File: src/rtl/alu_pkg.sv
// alu_pkg: opcode constants, legal-opcode check and response-register state
// shared by the ALU arbiter slice. Rev 1.0
`default_nettype none

package alu_pkg;

  localparam logic [3:0] ALU_ADD  = 4'b0000;
  localparam logic [3:0] ALU_SUB  = 4'b0001;
  localparam logic [3:0] ALU_AND  = 4'b0100;
  localparam logic [3:0] ALU_OR   = 4'b0101;
  localparam logic [3:0] ALU_XOR  = 4'b0110;
  localparam logic [3:0] ALU_SLT  = 4'b1000;
  localparam logic [3:0] ALU_SLTU = 4'b1001;
  localparam logic [3:0] ALU_SRL  = 4'b1101;
  localparam logic [3:0] ALU_SLL  = 4'b1110;
  localparam logic [3:0] ALU_SRA  = 4'b1111;

  typedef enum logic {
    RSP_EMPTY = 1'b0,
    RSP_FULL  = 1'b1
  } rsp_state_t;

  function automatic logic is_legal_op(input logic [3:0] op);
    case (op)
      ALU_ADD, ALU_SUB, ALU_AND, ALU_OR, ALU_XOR,
      ALU_SLT, ALU_SLTU, ALU_SRL, ALU_SLL, ALU_SRA: is_legal_op = 1'b1;
      default:                                      is_legal_op = 1'b0;
    endcase
  endfunction

endpackage

`default_nettype wire

File: src/rtl/alu.sv
// alu: 32-bit combinational ALU; illegal opcodes produce a zero result.
// Rev 1.0
`default_nettype none

module alu
  import alu_pkg::*;
(
  input  logic [31:0] src_a,
  input  logic [31:0] src_b,
  input  logic [3:0]  ctrl,
  output logic [31:0] result
);

  logic [4:0] shamt;
  assign shamt = src_b[4:0];

  always_comb begin
    result = '0;
    case (ctrl)
      ALU_ADD:  result = src_a + src_b;
      ALU_SUB:  result = src_a - src_b;
      ALU_AND:  result = src_a & src_b;
      ALU_OR:   result = src_a | src_b;
      ALU_XOR:  result = src_a ^ src_b;
      ALU_SLT:  result = {31'b0, $signed(src_a) < $signed(src_b)};
      ALU_SLTU: result = {31'b0, src_a < src_b};
      ALU_SLL:  result = src_a << shamt;
      ALU_SRL:  result = src_a >> shamt;
      ALU_SRA:  result = $unsigned($signed(src_a) >>> shamt);
      default:  result = '0;
    endcase
  end

endmodule

`default_nettype wire

File: src/rtl/alu_arbiter.sv
// alu_arbiter: two requesters share one ALU behind a single response register.
// Define ALU_ARB_FIXED_PRIO_EN for fixed priority (port 0 wins). Rev 1.0
`default_nettype none

module alu_arbiter
  import alu_pkg::*;
#(
  parameter int TAG_W = 4
) (
  input  logic             clk,
  input  logic             reset,
  input  logic             req0_valid,
  output logic             req0_ready,
  input  logic [31:0]      req0_src_a,
  input  logic [31:0]      req0_src_b,
  input  logic [3:0]       req0_ctrl,
  input  logic [TAG_W-1:0] req0_tag,
  input  logic             req1_valid,
  output logic             req1_ready,
  input  logic [31:0]      req1_src_a,
  input  logic [31:0]      req1_src_b,
  input  logic [3:0]       req1_ctrl,
  input  logic [TAG_W-1:0] req1_tag,
  output logic             rsp_valid,
  input  logic             rsp_ready,
  output logic             rsp_id,
  output logic [TAG_W-1:0] rsp_tag,
  output logic [31:0]      rsp_result,
  output logic             rsp_zero,
  output logic             rsp_err
);

  rsp_state_t state, state_next;
  logic       sel;
  logic       can_grant;
  logic       grant;
  logic [31:0] op_a, op_b, alu_result;
  logic [3:0]  op_ctrl;
  logic [TAG_W-1:0] op_tag;

`ifdef ALU_ARB_FIXED_PRIO_EN
  assign sel = ~req0_valid;
`else
  logic last_grant;

  // Reset to port 1 so port 0 wins the first contested cycle.
  always_ff @(posedge clk) begin
    if (reset)      last_grant <= 1'b1;
    else if (grant) last_grant <= sel;
  end

  assign sel = (req0_valid & req1_valid) ? ~last_grant : ~req0_valid;
`endif

  assign can_grant  = ~reset & ((state == RSP_EMPTY) | rsp_ready);
  assign grant      = can_grant & (req0_valid | req1_valid);
  assign req0_ready = grant & ~sel;
  assign req1_ready = grant & sel;

  assign op_a    = sel ? req1_src_a : req0_src_a;
  assign op_b    = sel ? req1_src_b : req0_src_b;
  assign op_ctrl = sel ? req1_ctrl  : req0_ctrl;
  assign op_tag  = sel ? req1_tag   : req0_tag;

  alu u_alu (
    .src_a  (op_a),
    .src_b  (op_b),
    .ctrl   (op_ctrl),
    .result (alu_result)
  );

  always_ff @(posedge clk) begin
    if (reset) state <= RSP_EMPTY;
    else       state <= state_next;
  end

  always_comb begin
    state_next = state;
    case (state)
      RSP_EMPTY: if (grant)              state_next = RSP_FULL;
      RSP_FULL:  if (rsp_ready & ~grant) state_next = RSP_EMPTY;
      default:                           state_next = RSP_EMPTY;
    endcase
  end

  always_ff @(posedge clk) begin
    if (reset) begin
      rsp_id     <= 1'b0;
      rsp_tag    <= '0;
      rsp_result <= '0;
      rsp_zero   <= 1'b0;
      rsp_err    <= 1'b0;
    end else if (grant) begin
      rsp_id     <= sel;
      rsp_tag    <= op_tag;
      rsp_result <= alu_result;
      rsp_zero   <= (alu_result == 32'd0);
      rsp_err    <= ~is_legal_op(op_ctrl);
    end
  end

  assign rsp_valid = (state == RSP_FULL);

endmodule

`default_nettype wire

File: config.mk
export PLATFORM = sky130hd
export DESIGN_NAME = alu_arbiter
export DESIGN_NICKNAME = d
export VERILOG_FILES = /design/src/rtl/alu_pkg.sv /design/src/rtl/alu.sv /design/src/rtl/alu_arbiter.sv
export SDC_FILE = /design/constraint.sdc
export NUM_CORES = 1
export LEC_CHECK = 0
export ABC_AREA = 1
export CORE_MARGIN = 10
export CORE_UTILIZATION = 29
export CTS_BUF_LIST = sky130_fd_sc_hd__clkbuf_4 sky130_fd_sc_hd__clkbuf_8
export CTS_CLUSTER_DIAMETER = 120
export DETAILED_ROUTE_END_ITERATION = 8
export DONT_BUFFER_PORTS = 1
export PLACE_DENSITY_LB_ADDON = 0.12
export SLEW_MARGIN = 0
export SYNTH_ARGS = -nofsm -noshare
export SYNTH_HDL_FRONTEND = slang
export SYNTH_HIERARCHICAL = 1
export SYNTH_SLANG_ARGS = --single-unit
File: constraint.sdc
create_clock -name clk -period 5.3 [get_ports clk]
set_input_delay 1.06 -clock clk [delete_from_list [all_inputs] [get_ports clk]]
set_output_delay 1.06 -clock clk [all_outputs]
set_load 0.1 [all_outputs]
==> summary by stage, run 1 <==
Timing
In the finished design, the share of the clock period the worst path needs comes to 92.4%. The worst pin sits at a relative slew slack of 22.9%. For the pin with the worst max-slew slack, the measured transition is 1.15 ns.

Setup repair after global routing left no endpoint under its margin. The worst-case clock skew is 0.00577 ns. The fmax is 204 MHz. Across all setup checks in the final design, the least slack found is 0.401 ns. The final critical-path required period is 4.90 ns.

The total count of max-transition violations in the final report was 0. Setup violations remaining at the end of the flow were counted as 0. Setup total negative slack on the finished layout was measured at 0 ns. The hold violation count in the final report is 0.

Placement
The post-placement setup slack is 0.205 ns. The number of I/O port buffers is 0. The total placed instance area is 13,500 um2. The cell count after placement is 3,102. At the end of routability-driven placement, the weighted congestion stood at 0.989. The wire-length estimate of the detail-placed layout is 65,100 um.

Power
For this design the ratio of total power to cell area is 235 nW/um2. The combinational group share of total power is 70.6%. Net switching is 63.9% of the power. The proportion of power drawn by the clock network is 9.8%. The sequential group share of total power is 19.6%. Across the VDD grid, the largest voltage drop is 0.121 mV. The leakage power is 7.55 nW.

The internal portion of the total power is 1.16 mW. The switching power is 2.05 mW.

Worst hold path
The worst hold path terminates at last_grant$_SDFFE_PP1P_. Counting instances, the worst hold path has a depth of 2. The start point of the worst min-delay path is last_grant$_SDFFE_PP1P_. In this run the worst hold path is classified as reg -> reg.

Final layout
The net count reported at finish is 2,772. After routing the design area is 13,700 um2. The final non-filler cell total is 3,113. The area growth from synthesis to layout is 6.69%. The layout has 5,352 filler cells. The fraction of final layout cells sized beyond drive strength 1 is 6.02%.

Route
The routed wire length on met2 is 35,800 um. After detailed routing, the average wire length per cell comes to 24.5 um. The first TritonRoute pass finished after 6 iterations. The post-detailed-route via-to-cell ratio is 5.36. For this block, wires on met1 add up to 34,600 um. The detailed-routed wire length on met3 is 4090 um.

The highest routing layer actually used is met5. The detail route stage leaves a number of antenna-violating nets equal to 0. The DRC violations left is 0.

The count of routing violations after the opening detailed-route iteration is 1,678. The routed via count is 16,689. The total detailed-routing wirelength is 76,400 um.

Floorplan
The total I/O pin count is 191. The total area inside the core boundary comes to 43,400 um2. The die is 230 um wide. The die covers 53,000 um2. The floorplan row count is 76. The die height is 230 um. The initial utilization of the core area, before any placement, comes to 29.5%.

Synthesis
The sequential share of the synthesized area is 6.41%. The most used flip-flop cell after synthesis is sky130_fd_sc_hd__dfxtp_1. The number of instances in the synthesized netlist is 2,557. The average instance in the mapped netlist occupies 5.01 um2. The synthesized netlist contains 50 unique library cells. During synthesis, Yosys emitted a total of 6 warnings. Summing every instance area after synthesis gives 12,800 um2. The number of nets handed over by synthesis was 2,805. The number of synthesized flops with an enable pin is 0.

Counting flops with an async set or reset pin after synthesis yields a share of 0%. In this run, synthesis produced a sequential element count of 41.

Critical path
The slowest cell on the critical path is sky130_fd_sc_hd__ha_1. Traced cell by cell, the critical path runs through nand2_2, nand2_4, inv_2, buf_12, nand2_1, nand2_1, inv_1, ha_1, nand2_1, nor2_1, nand3_1, nand3b_1, nand2_1, a21oi_1, nor2_1, nor2_1, nand2_1, inv_1, nand4_1, nor3_1, buf_4, nand2_1, o21ai_1. STA classifies the critical path endpoint as a register. STA puts the critical path data arrival time at 5.15 ns. The end of the worst register-to-register path is rsp_zero$_SDFFE_PP0P_. The critical path start-end classification is in -> reg. The register-to-register setup slack is 0.75 ns. Data on the critical path is required at its endpoint by 5.55 ns. By instance count, the cell type seen most on the critical path is sky130_fd_sc_hd__nand2_1. The critical path depth in cells is 23.

In this run the critical register-to-register path is launched from last_grant$_SDFFE_PP1P_. The number of buffers and inverters on the critical path is 5. The delay contributed by the slowest stage of the critical path is 0.57 ns. The worst setup path is launched from an input pin. Along the worst path, the maximum fanout reaches 52.

Grouping stages by cell kind, the critical path spends the most delay in simple AND/OR/NAND/NOR gates. The number of cell instances on the worst register-to-register path is 23.

Clock network
After clock tree synthesis, the clock-pin slew on the worst setup and hold paths is 0.08 ns. The largest buffer count on any clock path is 2. For the worst-skew pair, the clock arrives at the later sink with an insertion delay of 0.31 ns.

The number of gates resized after cts is 0. The TritonCTS clock tree is yes. The number of clock buffers inserted by TritonCTS is 5.

After clock tree synthesis, the setup repair step added 0 buffers. The CTS H-tree depth is 2. The count of hold buffers inserted by post-cts repair is 0. The total clock sinks is 41. The tree is rooted in a sky130_fd_sc_hd__clkbuf_8.

GRT
The wire length of the first global-routing pass is 109,000 um. Global routing used 27.6% of the available tracks across all layers. Entering global routing, the biggest net connects 72 pins. Global routing finished with a remaining overflow of 0. The via count of the first global-routing pass is 16,051. The number of antenna violations at the first check in global routing was 3.

Run status
The flow ran to the end, and the final reports show no timing, DRC or antenna violations.

Run
The number of max-cap violations is 0.
-- metrics by stage --
| stage | power, mW | hold WS (ns) | utilization [%] |
|---|---|---|---|
| 6_report | 3.21 | 0.518 | 31.5 |
| 5_1_grt | 3.45 | 0.540 | 31.5 |
| 4_1_cts | 3.19 | 0.521 | 31.5 |
| 3_5_place_dp | 2.86 | 0.508 | 31.2 |
| 3_3_place_gp | 2.88 | 0.499 | 31.2 |
| 2_1_floorplan | 2.04 | 0.467 | - |
-- cell families after synthesis --
family | synth area share, %
buf+inv | 15.4
fa+ha+maj | 9.79
simple gates | 58.0
flops | 6.41
xor+xnor | 0.137
mux | 0.0782
compound gates | 10.2
-- state kept, by name, summed over array words and instances, names as in the netlist --
register    cells
last_grant      1
rsp_zero        1
rsp_result     32
rsp_err         1
rsp_id          1
rsp_tag         4
rsp_valid       1
-- cells in the mapped netlist, types with 3 or more instances --
cell type | number | area (um2)
sky130_fd_sc_hd__a21oi_1 | 92 | 460
sky130_fd_sc_hd__a31oi_1 | 8 | 50.1
sky130_fd_sc_hd__and2_1 | 11 | 68.8
sky130_fd_sc_hd__and3_1 | 5 | 31.3
sky130_fd_sc_hd__buf_1 | 9 | 33.8
sky130_fd_sc_hd__buf_2 | 65 | 325
sky130_fd_sc_hd__buf_4 | 17 | 128
sky130_fd_sc_hd__buf_6 | 16 | 180
sky130_fd_sc_hd__clkbuf_1 | 13 | 48.8
sky130_fd_sc_hd__dfxtp_1 | 41 | 821
sky130_fd_sc_hd__ha_1 | 97 | 1210
sky130_fd_sc_hd__inv_1 | 316 | 1190
sky130_fd_sc_hd__inv_2 | 10 | 37.5
sky130_fd_sc_hd__nand2_1 | 1003 | 3760
sky130_fd_sc_hd__nand2_2 | 17 | 106
sky130_fd_sc_hd__nand3_1 | 426 | 2130
sky130_fd_sc_hd__nand3_2 | 7 | 70.1
sky130_fd_sc_hd__nand3b_1 | 7 | 52.6
sky130_fd_sc_hd__nand4_1 | 43 | 269
sky130_fd_sc_hd__nor2_1 | 157 | 589
sky130_fd_sc_hd__nor2_2 | 11 | 68.8
sky130_fd_sc_hd__nor2_4 | 3 | 33.8
sky130_fd_sc_hd__nor3_1 | 24 | 120
sky130_fd_sc_hd__nor4_1 | 3 | 18.8
sky130_fd_sc_hd__o211ai_1 | 13 | 97.6
sky130_fd_sc_hd__o21ai_0 | 59 | 295
sky130_fd_sc_hd__o21ai_1 | 21 | 105
sky130_fd_sc_hd__o21bai_1 | 12 | 90.1
sky130_fd_sc_hd__o22ai_1 | 19 | 119
sky130_fd_sc_hd__or2_2 | 4 | 25.0
-- metal layers --
metal  track usage (%)  up-vias
met5                 0        -
met4              6.89        2
met3              2.83       73
met2              45.8      576
met1              37.5     7935
li1                  -     8103
-- worst min-delay path, cell delays in order, from the launching register on --
cell and delay, ns:
sky130_fd_sc_hd__dfxtp_1 0.30, sky130_fd_sc_hd__inv_1 0.08, sky130_fd_sc_hd__o21ai_0 0.09
-- worst max-delay path by stage --
stage               startpoint                    end  slack [ns]
floorplan           req1_valid  rsp_zero$_SDFFE_PP0P_        1.10
global placement    req1_valid  rsp_zero$_SDFFE_PP0P_        0.16
detailed placement  req1_valid  rsp_zero$_SDFFE_PP0P_        0.20
CTS                 req1_valid  rsp_zero$_SDFFE_PP0P_        0.54
global route        req1_valid  rsp_zero$_SDFFE_PP0P_        0.26
finish              req1_valid  rsp_zero$_SDFFE_PP0P_        0.40
-- cells in the final DEF (no fill, tap or decap), drive strengths merged, types with 5 or more instances in the layout --
master,synthesis,routed
o21bai,12,12
nand3b,7,7
dfxtp,41,41
nand3,433,433
clkbuf,14,5
nor2,172,172
buf,107,81
nand2,1021,1021
or2,7,7
a31oi,8,8
ha,97,97
nand4,43,43
o22ai,19,19
inv,329,330
and2,11,11
o21ai,80,80
nor3,26,26
a21oi,93,93
and3,5,5
o211ai,14,14
-- final cells by class --
cell class,instances,area (um2),share of cell area (%)
inverters,330,1250,9.14
multi-input cells,2065,10000,73.3
flip-flops and latches,41,821,6.01
repair buffers,81,696,5.09
well taps,585,732,5.36
clock buffers,5,68.8,0.504
diodes,3,7.51,0.0549
clock inverters,3,68.8,0.504
-- power by group through the flow --
stage	Sequential, mW	Combinational [mW]	Clock, mW
floorplan	0.620	1.42	0
global placement	0.639	2.24	0
detailed placement	0.638	2.23	0
CTS	0.631	2.24	0.319
global route	0.633	2.48	0.334
finish	0.629	2.26	0.313
Power figures use the tool's default switching activity.
==> run 2, diff against run 1 <==
--- a/config.mk
+++ b/config.mk
@@ -6,8 +6,9 @@
 export NUM_CORES = 1
 export LEC_CHECK = 0
 export ABC_AREA = 1
+export CAP_MARGIN = 20
 export CORE_MARGIN = 10
-export CORE_UTILIZATION = 29
+export CORE_UTILIZATION = 40
 export CTS_BUF_LIST = sky130_fd_sc_hd__clkbuf_4 sky130_fd_sc_hd__clkbuf_8
 export CTS_CLUSTER_DIAMETER = 120
 export DETAILED_ROUTE_END_ITERATION = 8
==> run 2 against run 1 <==
- via count rose by 0.99%
- combinational power fell by 3%
- routed wire length fell by 11%
- final area fell by 2.7%
- worst hold slack got worse by 0.0014 ns
- sequential share of layout area rose by 0.17 points
- sequential cell count did not move
- clock skew rose by 0.0030 ns
- highest routed layer is now met4
==> summary by stage, run 2 (synthesized netlist as in run 1, its figures left out) <==
Run status
The run finished with clean final reports.

Route
The DRC violations left is 0 (unchanged). The number of antenna-violating nets in the routed design is 0 (unchanged). The count of TritonRoute iterations in the first routing pass is 6 (unchanged).

The count of routing violations after the opening detailed-route iteration is 2,267 (+35%). The average wire per cell in the routed design was 23.3 um (-5.1%). The post-detailed-route via-to-cell ratio is 5.78 (+7.8%). The routed via count is 16,855 (+0.99%). The total detailed-routing wirelength came to 67,900 um (-11%).

Power
The total design power is 3.08 mW (-3.9%). The peak supply drop was 0.142 mV (+17%). The power per cell area came to 232 nW/um2 (-1.2%). The leakage power was 7.48 nW (-0.93%).

Clock network
The number of buffers inserted by post-CTS setup repair is 0 (unchanged). The number of gates resized after cts is 0 (unchanged). The count of hold buffers inserted by post-cts repair came to 0 (unchanged). The number of clock buffers inserted by TritonCTS is 5 (unchanged). The largest buffer count on any clock path was 2 (unchanged).

The clock insertion delay at the later pin of the skew report is 0.31 ns (about the same). TritonCTS built the clock tree. The CTS H-tree depth is 2 (unchanged). The clock root buffer master is sky130_fd_sc_hd__clkbuf_8.

The clock edge transition at the registers on the reported setup and hold paths is 0.08 ns (about the same). The total clock sinks came to 41 (unchanged).

Worst hold path
The type of the most critical hold path is reg -> reg. The depth of the worst hold-timing path is 2 (unchanged).

Final layout
The net count reported at finish came to 2,761 (-0.40%). The top cell types in the final layout, fill and taps aside, are sky130_fd_sc_hd__nand2_1, sky130_fd_sc_hd__nand3_1, sky130_fd_sc_hd__inv_1. The flip-flop count of the largest register, all copies and words added is 32 (unchanged).

The commonest non-fill, non-tap cell in the layout is sky130_fd_sc_hd__nand2_1. The area growth from synthesis to layout is 3.77%. The register bank with the most flops is rsp_result.

The combined flip-flop and latch cell area is 821 um2 (unchanged). The number of diodes is 0 (-3). The fraction of final layout cells sized beyond drive strength 1 is 5.61% (-0.41 points).

In the final layout, the registers with the most flip-flops are rsp_result x32, rsp_tag x4. The filler cell count in the final layout is 3,722 (-30%). The area taken by multi-input logic gates is 10,000 um2 (unchanged).

Critical path
The critical path data required time is 5.54 ns (about the same). STA classifies the critical path startpoint as an input pin. The worst-path maximum fanout is 71 (+37%). The endpoint kind of the worst setup timing path is a register. The number of cell instances on the worst register-to-register path came to 22 (-4.3%). The worst endpoint data arrival time is 5.03 ns (-0.12 ns). The critical path start-end classification is in -> reg.

Placement
The final RePlAce weighted congestion is 1.05 (+6.5%). The estimated wirelength of the detail-placed design is 57,300 um (-12%). The number of I/O port buffers came to 0 (unchanged).

Floorplan
The core area came to 31,600 um2 (-27%). The effective utilization at floorplan came to 40.6% (+11 points). The total I/O pin count was 191 (unchanged). The die outline width is 199 um (-14%).

The floorplan row count is 65 (-14%). The die footprint is 39,600 um2 (-25%). The die height is 199 um (-14%).

Timing
The period utilization is 90.3% (-2.2 points). The hold violation count in the final report is 0 (unchanged). The sum of negative setup slack is 0 ns (unchanged). The total count of max-transition violations in the final report is 0 (unchanged).

The setup violation total in the final timing report is 0 (unchanged). The fmax came to 209 MHz (+2.4%). Setup repair after global routing left no endpoint under its margin.

The worst-case clock skew was 0.00876 ns (+0.00299 ns). The actual transition at the worst max-transition pin is 1.14 ns (-0.0135 ns). The worst slew margin relative to its limit was 23.8% (+0.91 points). The final critical-path required period is 4.78 ns (-0.115 ns).

GRT
The wire length of the first global-routing pass was 98,200 um (-10%). The via count of the first global-routing pass is 15,836 (-1.3%). The maximum number of pins on one net before global-route repair came to 72 (unchanged). The combined global-route utilization of all metal layers is 33.1% (+5.4 points).

The total congestion overflow after global routing is 0 (unchanged). The number of antenna violations at the first check in global routing is 0 (-3).

Run
The number of max-cap violations is 0 (unchanged).
## run 2: changes by cell type in the layout (fill, tap and decap cells not counted)
cell,delta
sky130_fd_sc_hd__clkbuf_4,+1
sky130_fd_sc_hd__clkbuf_8,+1
sky130_fd_sc_hd__buf_12,-3
sky130_fd_sc_hd__bufinv_16,-1
sky130_fd_sc_hd__buf_4,-8
sky130_fd_sc_hd__inv_6,-1
sky130_fd_sc_hd__diode_2,-3
## run 2: layout make-up
cell class,instances,share of cell area (%)
tap,402,3.78
timing repair buffer,70,4.33
clock inverter,1,0.226
inverter,330,9.40
sequential,41,6.18
multi-input combinational,2065,75.4
clock buffer,7,0.678
## run 2: final timing paths
kind	start	slack [ns]	endpoint
setup / recovery	req1_valid	0.52	rsp_zero$_SDFFE_PP0P_
hold / removal	last_grant$_SDFFE_PP1P_	0.52	last_grant$_SDFFE_PP1P_
setup reg to reg	last_grant$_SDFFE_PP1P_	0.88	rsp_zero$_SDFFE_PP0P_
hold reg to reg	last_grant$_SDFFE_PP1P_	0.52	last_grant$_SDFFE_PP1P_
## run 2: worst max-delay path, stage by stage
cell	delay, ns
sky130_fd_sc_hd__nand2_2	0.09
sky130_fd_sc_hd__nand2_4	0.10
sky130_fd_sc_hd__buf_12	0.29
sky130_fd_sc_hd__nand2_1	0.09
sky130_fd_sc_hd__nand2_1	0.10
sky130_fd_sc_hd__inv_1	0.10
sky130_fd_sc_hd__ha_1	0.53
sky130_fd_sc_hd__nand2_1	0.17
sky130_fd_sc_hd__nor2_1	0.31
sky130_fd_sc_hd__nand3_1	0.13
sky130_fd_sc_hd__nand3b_1	0.31
sky130_fd_sc_hd__nand2_1	0.12
sky130_fd_sc_hd__nand3_1	0.10
sky130_fd_sc_hd__nand2_1	0.06
sky130_fd_sc_hd__nor2_1	0.43
sky130_fd_sc_hd__nand2_1	0.24
sky130_fd_sc_hd__nor2_1	0.23
sky130_fd_sc_hd__nand4_1	0.14
sky130_fd_sc_hd__nor3_1	0.16
sky130_fd_sc_hd__nand2_1	0.07
sky130_fd_sc_hd__o21ai_1	0.12
## run 2: power by group
part           switching (mW)  internal [mW]  total, mW
sequential              0.282          0.343      0.626
combinational            1.59          0.596       2.19
clock                   0.109          0.159      0.267
## run 2: metrics by stage
stage	hold slack (ns)	setup slack [ns]	instance area [um2]	std cells	utilization (%)
5_1_grt	0.584	0.318	13300	2916	42.1
3_3_place_gp	0.518	0.393	13200	2908	41.7
2_1_floorplan	0.467	1.10	12800	2557	-
4_1_cts	0.521	0.704	13300	2916	42.1
6_report	0.516	0.516	13300	2916	42.1
3_5_place_dp	0.509	0.388	13200	2908	41.7
## run 2: routing by layer
metal	share of wire, %	global-route usage [%]	vias up
met5	0	0	-
met4	4.0	11.3	0
met3	9.1	5.93	103
met2	45	52.6	861
met1	42	43.8	7810
li1	-	-	8081
==> run 3, diff against run 2 <==
--- a/config.mk
+++ b/config.mk
@@ -9,7 +9,7 @@
 export CAP_MARGIN = 20
 export CORE_MARGIN = 10
 export CORE_UTILIZATION = 40
-export CTS_BUF_LIST = sky130_fd_sc_hd__clkbuf_4 sky130_fd_sc_hd__clkbuf_8
+export CTS_BUF_LIST = sky130_fd_sc_hd__clkbuf_2 sky130_fd_sc_hd__clkbuf_4 sky130_fd_sc_hd__clkbuf_8
 export CTS_CLUSTER_DIAMETER = 120
 export DETAILED_ROUTE_END_ITERATION = 8
 export DONT_BUFFER_PORTS = 1
==> results of run 3 <==
No change in the layout: final DEF, timing and power equal those of run 2.
